[src/rtl/led_pulse.sv]
// led_pulse: plays N blinks on an active-low LED when a trigger arrives.
// A 1 ms prescaler plus a ms counter time each FSM state; outputs are
// registered from the next state so they change on the same edge as the
// state register.
// Optional build macro LED_PULSE_QUEUE_EN adds a 4-deep request FIFO that
// holds triggers arriving while a sequence plays; queued sequences are
// separated by an OFF_MS dark gap.
module led_pulse #(
    parameter int TICK_DIV = 50000,
    parameter int ON_MS    = 100,
    parameter int OFF_MS   = 100
) (
    input  logic       clk,
    input  logic       rst,
    input  logic       trig,
    input  logic [3:0] count_in,
    output logic       led_out,
    output logic       busy,
    output logic       done,
    output logic       ovf
);

    localparam int MS_MAX = (ON_MS > OFF_MS) ? ON_MS : OFF_MS;
    localparam int PW     = (TICK_DIV > 1) ? $clog2(TICK_DIV) : 1;
    localparam int MW     = (MS_MAX > 1) ? $clog2(MS_MAX) : 1;

    localparam logic [PW-1:0] PRESC_LAST = PW'(TICK_DIV - 1);
    localparam logic [MW-1:0] ON_LAST    = MW'(ON_MS - 1);
    localparam logic [MW-1:0] OFF_LAST   = MW'(OFF_MS - 1);

    typedef enum logic [2:0] {
        IDLE,
        ON,
        OFF,
        GAP,
        END
    } state_t;

    state_t          state;
    state_t          next_state;
    logic            state_change;

    logic [PW-1:0]   presc;
    logic [MW-1:0]   ms;
    logic [3:0]      remaining;

    logic            req;
    logic            tick_last;
    logic            on_done;
    logic            off_done;

    logic            pop;
    logic            queue_pending;
    logic [3:0]      q_head;

    assign req       = trig && (count_in != 4'd0);
    assign tick_last = (presc == PRESC_LAST);
    assign on_done   = tick_last && (ms == ON_LAST);
    assign off_done  = tick_last && (ms == OFF_LAST);

    // GAP exit is the only point where the queue head is consumed.
    assign pop       = (state == GAP) && off_done;

`ifdef LED_PULSE_QUEUE_EN
    logic [3:0] q_mem [4];
    logic [1:0] q_rd;
    logic [1:0] q_wr;
    logic [2:0] q_cnt;
    logic       push;
    logic       push_ok;
    logic       q_full;

    assign push    = req && (state != IDLE);
    assign q_full  = (q_cnt == 3'd4);
    // A pop in the same cycle frees a slot, so a full queue still accepts it.
    assign push_ok = push && (!q_full || pop);
    // A request queued during END itself must also divert END into GAP.
    assign queue_pending = (q_cnt != 3'd0) || push_ok;
    assign q_head  = q_mem[q_rd];

    // Request FIFO storage and pointers
    always_ff @(posedge clk) begin
        if (rst) begin
            q_rd  <= '0;
            q_wr  <= '0;
            q_cnt <= '0;
        end else begin
            if (push_ok) begin
                q_mem[q_wr] <= count_in;
                q_wr        <= q_wr + 1'b1;
            end
            if (pop) begin
                q_rd <= q_rd + 1'b1;
            end
            case ({push_ok, pop})
                2'b10:   q_cnt <= q_cnt + 1'b1;
                2'b01:   q_cnt <= q_cnt - 1'b1;
                default: q_cnt <= q_cnt;
            endcase
        end
    end

    // Sticky overflow flag for requests dropped on a full queue
    always_ff @(posedge clk) begin
        if (rst) begin
            ovf <= 1'b0;
        end else if (push && !push_ok) begin
            ovf <= 1'b1;
        end
    end
`else
    assign queue_pending = 1'b0;
    assign q_head        = 4'd0;
    assign ovf           = 1'b0;
`endif

    // State register
    always_ff @(posedge clk) begin
        if (rst) begin
            state <= IDLE;
        end else begin
            state <= next_state;
        end
    end

    // Next-state logic
    always_comb begin
        next_state = state;
        case (state)
            IDLE: if (req) next_state = ON;
            ON:   if (on_done) next_state = (remaining > 4'd1) ? OFF : END;
            OFF:  if (off_done) next_state = ON;
            GAP:  if (off_done) next_state = ON;
            END:  next_state = queue_pending ? GAP : IDLE;
            default: next_state = IDLE;
        endcase
        state_change = (next_state != state);
    end

    // Prescaler and ms counter, restarted on every state entry
    always_ff @(posedge clk) begin
        if (rst || state_change || (state == IDLE) || (state == END)) begin
            presc <= '0;
            ms    <= '0;
        end else if (tick_last) begin
            presc <= '0;
            ms    <= ms + 1'b1;
        end else begin
            presc <= presc + 1'b1;
        end
    end

    // Remaining blink count: load on start, decrement after each OFF, reload from queue
    always_ff @(posedge clk) begin
        if (rst) begin
            remaining <= '0;
        end else if ((state == IDLE) && req) begin
            remaining <= count_in;
        end else if ((state == OFF) && off_done) begin
            remaining <= remaining - 1'b1;
        end else if (pop) begin
            remaining <= q_head;
        end
    end

    // Registered outputs decoded from the next state
    always_ff @(posedge clk) begin
        if (rst) begin
            led_out <= 1'b1;
            busy    <= 1'b0;
            done    <= 1'b0;
        end else begin
            led_out <= (next_state != ON);
            busy    <= (next_state != IDLE);
            done    <= (next_state == END);
        end
    end

endmodule

[config.mk]
export PLATFORM = sky130hd
export DESIGN_NAME = led_pulse
export DESIGN_NICKNAME = d
export VERILOG_FILES = /design/src/rtl/led_pulse.sv
export SDC_FILE = /design/constraint.sdc
export NUM_CORES = 1
export LEC_CHECK = 0
export CAP_MARGIN = 20
export CORE_MARGIN = 2
export CORE_UTILIZATION = 57
export DETAILED_ROUTE_END_ITERATION = 16
export PLACE_DENSITY = 0.82
export SYNTH_ARGS = -nofsm -noshare
export SYNTH_HDL_FRONTEND = slang
export SYNTH_SLANG_ARGS = --single-unit
[constraint.sdc]
create_clock -name clk -period 2.26 [get_ports clk]
set_input_delay 0.452 -clock clk [delete_from_list [all_inputs] [get_ports clk]]
set_output_delay 0.452 -clock clk [all_outputs]
set_load 0.005 [all_outputs]
* Yosys cells after proc, flatten, opt, wreduce, memory -nomap -nowiden
Cells that the tools add are included.
** Operators by class
- Add/sub/neg operators :: 3
- Mux-type cells :: 8
- Magnitude comparators :: 1
- Reduce and logical (&&, ||, !) cells :: 14
- Equal/unequal tests :: 9
** Operators by type and width (number)
- $add A16 B1 Y16 const B :: 1
- $eq A16 B16 Y1 const B :: 1
- $mux W3 :: 4
- $mux W4 :: 3
- $pmux W3 S3 :: 1
- $add A7 B1 Y7 const B :: 1
- $eq A7 B7 Y1 const B :: 1
- $eq A3 B2 Y1 const B :: 2
- $eq A3 B3 Y1 const B :: 2
- $reduce_bool A3 Y1 :: 2
- $logic_and A1 B1 Y1 :: 5
- $gt A4 B1 Y1 const B :: 1
- $reduce_bool A4 Y1 :: 1
- $reduce_or A2 Y1 :: 2
- $sub A4 B1 Y4 const B :: 1
- $eq A3 B1 Y1 const B :: 1
- $logic_not A3 Y1 :: 1
- $logic_or A1 B1 Y1 :: 3
- $ne A3 B1 Y1 const B :: 1
- $ne A3 B3 Y1 :: 1
** Word-level totals
- Logic and storage cells :: 42
- Output and inout bits :: 4
- Register bits after elaboration :: 33
- Input bits :: 7

* Longest topological paths before layout
- Depth after elaboration :: 9
- Depth in mapped cells :: 7

* Worst setup path after synthesis
OpenSTA, ideal clock, no wires.
- Path type :: input to register
- From :: in count_in[0]
- To :: reg state[0]
- Library setup time :: 0.116 ns
- Arrival time :: 1.742 ns
- Stages on the path :: 4
- Slack :: 0.403 ns
- Required time :: 2.144 ns
- Path through :: or4_1 nand2_1 or4b_1 and3_1
** On the way
- Longest elaborated chain between the ends :: 4
** RTL lines
- start, declared :: RTL line 16 : input logic [3:0] count_in,
- $reduce_bool A4 Y1 :: RTL line 56 : assign req = trig && (count_in != 4'd0);
- $logic_and A1 B1 Y1 :: RTL line 56
- $mux W3 :: RTL line 130 : IDLE: if (req) next_state = ON;
- $pmux W3 S3 :: RTL line 129 : case (state)
- end signal, assigned :: RTL line 122 : state <= next_state;
- end, declared :: RTL line 39 : state_t state;
Every way passes these cells.
A chain may end at the register's enable or synchronous reset.

* Worst setup path after layout
- From :: reg ms[0]
- To :: reg remaining[2]
** On the way
- Longest elaborated chain between the ends :: 5
- Elaborated cells between the ends (all ways) :: 7
- Those cells by class :: eq/ne: 1; mux: 2; reduce/logical: 4
** RTL lines
- start, declared :: RTL line 44 : logic [MW-1:0] ms;
- start signal, assigned :: RTL line 147 : ms <= ms + 1'b1;
- $eq A7 B7 Y1 (*) :: RTL line 59 : assign off_done = tick_last && (ms == OFF_LAST);
- $logic_and A1 B1 Y1 (*) :: RTL line 59
- $logic_and A1 B1 Y1 :: RTL line 159 : end else if ((state == OFF) && off_done) begin
- $mux W4 :: RTL line 159
- $mux W4 :: RTL line 157 : end else if ((state == IDLE) && req) begin
- end signal, assigned :: RTL line 158 : remaining <= count_in;
- end signal, assigned :: RTL line 160 : remaining <= remaining - 1'b1;
- end signal, assigned :: RTL line 162 : remaining <= q_head;
- end, declared :: RTL line 45 : logic [3:0] remaining;
Every way passes the cells marked *; elsewhere a longest branch is shown, timed or not.

==> flow_summary.toml <==
[run_status]
outcome = "complete, no violations"

[placement]
last_weighted_congestion_value_of_the_routability_driven_placer = 0.855
detailed_place_hpwl_um = 2590
port-buffer-count = 9
pre_cts_slack_ps = -21.1

[global_route]
grt_util_all_layers_pct = 25.0
antenna_found_initial = 0
vias_in_the_first_global_route = 1424
grt-ovfl-total = 0
largest_net_degree_at_the_start_of_global_routing = 27
grt_pass1_wl_um = 6360

[timing]
final_critical_path_setup_slack_ps = 267
final-setup-viol-count = 0
slew_headroom_pct = 64.4
hold_viol_final = 0
worstMarginPinSlew_ps = 530
period_share_pct = 88.2
final-max-slew-violation-count = 0
fin_skew_ps = 8.92
final.min_clock_period_ps = 1990
rsz0062_at_grt = "false"
achievable-frequency_mhz = 502

[setup_path]
setup.reg_to_reg.worst_slack_ps = 270
crit_path_start_kind = "flop"
delay_of_the_slowest_cell_on_the_worst_path_ps = 510
timing.critical_path.slowest_stage_cell = "or4b_1"
crit_end_category = "flop"
worst_ep_arrival_time_ps = 2230
critical_path_peak_fanout = 7
crit-reg2reg-capture = "remaining[2]"
critical_path.reg2reg.startpoint = "ms[0]"
logic_depth_of_the_worst_register_to_register_path = 5
timing.critical_path.buf_inv = 1
critPathKind = "flop to flop"
cp_data_required_time_ps = 2490
timing.critical_path.cells = "ha_1 > inv_1 > or4b_1 > o311a_1 > a221oi_1"
worst_path_dominant_cell_family = "compound AO/OA/AOI/OAI gates"

[logic_synthesis]
number_of_distinct_library_cells_after_synthesis = 39
synth_async_sr_flop_share_pct = 0
post-synth-top-area-cell = "dfxtp_1"
synth_largest_type_area_fraction_pct = 40.5
synthesis.instances = 186
postSynth.topFlopCell = "dfxtp_1"
synth_nets = 197
synth.ff_latch_count = 33
synth_area_per_cell_um2 = 8.77
synth_sequential_area_ratio_pct = 40.5
synthesis.area_um2 = 1630
ys.warnings.count = 0
synth-edff-count = 0
synth.area.top_cells = "dfxtp_1, xnor2_1, nor2_1"

[pwr]
seq_power_share_pct = 58.6
power_switching_uw = 251
p_comb_share_pct = 8.2
max-vdd-ir-drop_mv = 0.574
proportion_of_power_drawn_by_the_clock_network_pct = 33.2
power.density_nw_per_um2 = 560
p_sw_share_pct = 24.3
leakage_nw = 0.556
cell_internal_pwr_uw = 780

[routing]
viasPerCell = 6.20
final_antenna_violating_net_count = 0
routed_wl_um = 3510
detail_route.drc_violations = 0
detailedRoute.firstIterationViolations = 51
detailedRoute.firstPassIterationCount = 4
route.vias.total = 1458
wl_per_cell_um = 14.9

[clock_tree]
cts_htree_levels = 2
post_cts.repair.setup_buffers = 0
tritoncts = "built"
worst_setup_hold_path_clk_slew_ps = 100
cts-buffers-inserted = 5
clockRootBuffer = "clkbuf_4"
cts_resized = 0
clock_latency_late_sink_ps = 330
clock_tree.buffer_depth = 2
clock-sinks = 33
hold_fix_buffer_count_after_cts = 0

[min_path]
min_path_cells = 1
hold_path_class = "flop to flop"
hold-path-endpoint = "presc[0]"
start_point_of_the_worst_min_delay_path = "presc[0]"

[run]
maxCapViolations = 0

[layout]
drive_above_1_share_pct = 9.80
area_overhead_of_the_layout_relative_to_synthesis_pct = 12.9
utilization_pct = 67.3
final_net_count = 215
layout_fillers = 221
insertedDiodeCount = 0

[die]
floorplan.initialDensity_pct = 59.6
die_width_um = 57.5
die_area_um2 = 3300
core_area_um2 = 2730
io_pins = 11
fp.dieH_um = 57.5
floorplan.rows = 19
[power groups by stage]
stage,registers [mW],logic [mW],clock network [mW]
after floorplan,0.614,0.0458,0
after global placement,0.616,0.0794,0
after detailed placement,0.616,0.0840,0
after CTS,0.603,0.0843,0.345
after global routing,0.605,0.0929,0.373
final,0.604,0.0844,0.343
[worst register-to-register path, cell delays in order (launching register included)]
cell and delay, ps:
dfxtp_1 400, ha_1 320, inv_1 80, or4b_1 510, o311a_1 300, a221oi_1 290
[registers in the layout (all words and copies together), names as in the netlist]
register	cells
ms	7
remaining	4
led_out	1
done	1
state	3
presc	16
busy	1
[per-stage QoR]
stage / hold slack (ps) / setup TNS (ps) / power [mW] / instance area [um2] / instances
finish: 473 / 0 / 1.03 / 1840 / 235
floorplan: 429 / 0 / 0.660 / 1630 / 186
global placement: 442 / 0 / 0.695 / 1780 / 228
detailed placement: 456 / -21.1 / 0.700 / 1780 / 228
CTS: 479 / 0 / 1.03 / 1840 / 235
global route: 504 / 0 / 1.07 / 1840 / 235
[synthesized netlist by cell type, types with 3 or more instances]
| library cell | instances |
|---|---|
| o31ai_1 | 4 |
| nand4_1 | 5 |
| a21oi_1 | 13 |
| or4b_1 | 3 |
| or4_1 | 4 |
| nand4b_1 | 3 |
| nand3_1 | 8 |
| dfxtp_1 | 33 |
| ha_1 | 4 |
| buf_2 | 3 |
| inv_1 | 5 |
| nor2_1 | 21 |
| nor4_1 | 5 |
| or3_1 | 6 |
| o21ai_0 | 7 |
| xor2_1 | 3 |
| and3_1 | 3 |
| nor3_1 | 4 |
| xnor2_1 | 10 |
| nand2_1 | 14 |
[placed cells by master, fill, tap and decap left out, types with 2 or more instances in the layout]
master,synthesis,routed
dfxtp_1,33,33
nor2_1,21,21
nand2_1,14,14
a21oi_1,13,13
xnor2_1,10,10
clkdlybuf4s50_1,0,9
nand3_1,8,8
o21ai_0,7,7
or3_1,6,6
buf_4,1,6
inv_1,5,5
nand4_1,5,5
nor4_1,5,5
clkbuf_4,0,5
nor3_1,4,4
o31ai_1,4,4
or4_1,4,4
ha_1,4,4
and3_1,3,3
xor2_1,3,3
nand4b_1,3,3
or4b_1,3,3
or2_2,2,2
nor4b_1,2,2
nand3_2,2,2
nor4b_2,2,2
nand3b_1,2,2
o311a_1,2,2
a221oi_1,2,2
o311ai_0,2,2
a31oi_1,2,2
[layout make-up]
cell class                 instances  area [um2]  share of cell area (%)
clock buffer                       6        51.3                    2.79
clock inverter                     1        7.51                   0.408
inverter                           5        18.8                    1.02
multi-input combinational        144         928                    50.4
sequential                        33         661                    35.9
tap                               31        38.8                    2.11
timing repair buffer              15         135                    7.34
[layer usage]
metal	vias up	track usage [%]	part of all wire [%]
li1	725	-	-
met1	687	34.0	48
met2	40	35.1	46
met3	6	9.75	4.7
met4	0	11.0	1.8
met5	-	0	0
[worst max path at each step]
stage,from,to,slack (ps),depth (start not counted)
global placement,count_in[0],state[0],20,5
finish,ms[0],remaining[2],270,5
CTS,presc[0],state[0],270,6
detailed placement,count_in[0],state[0],-20,5
global route,ms[0],remaining[2],110,5
floorplan,count_in[0],state[0],400,4
[cell families (layout without fill, tap and decap cells)]
logic type | Yosys count | count (layout) | share of synthesized area (%)
fa+ha+maj | 4 | 4 | 3.07
simple gates | 92 | 92 | 33.8
xor+xnor | 13 | 13 | 6.98
compound gates | 34 | 34 | 12.9
buf+inv | 9 | 27 | 2.53
other cells | 1 | 1 | 0.230
flops | 33 | 33 | 40.5
(Power assumes the default switching activity.)
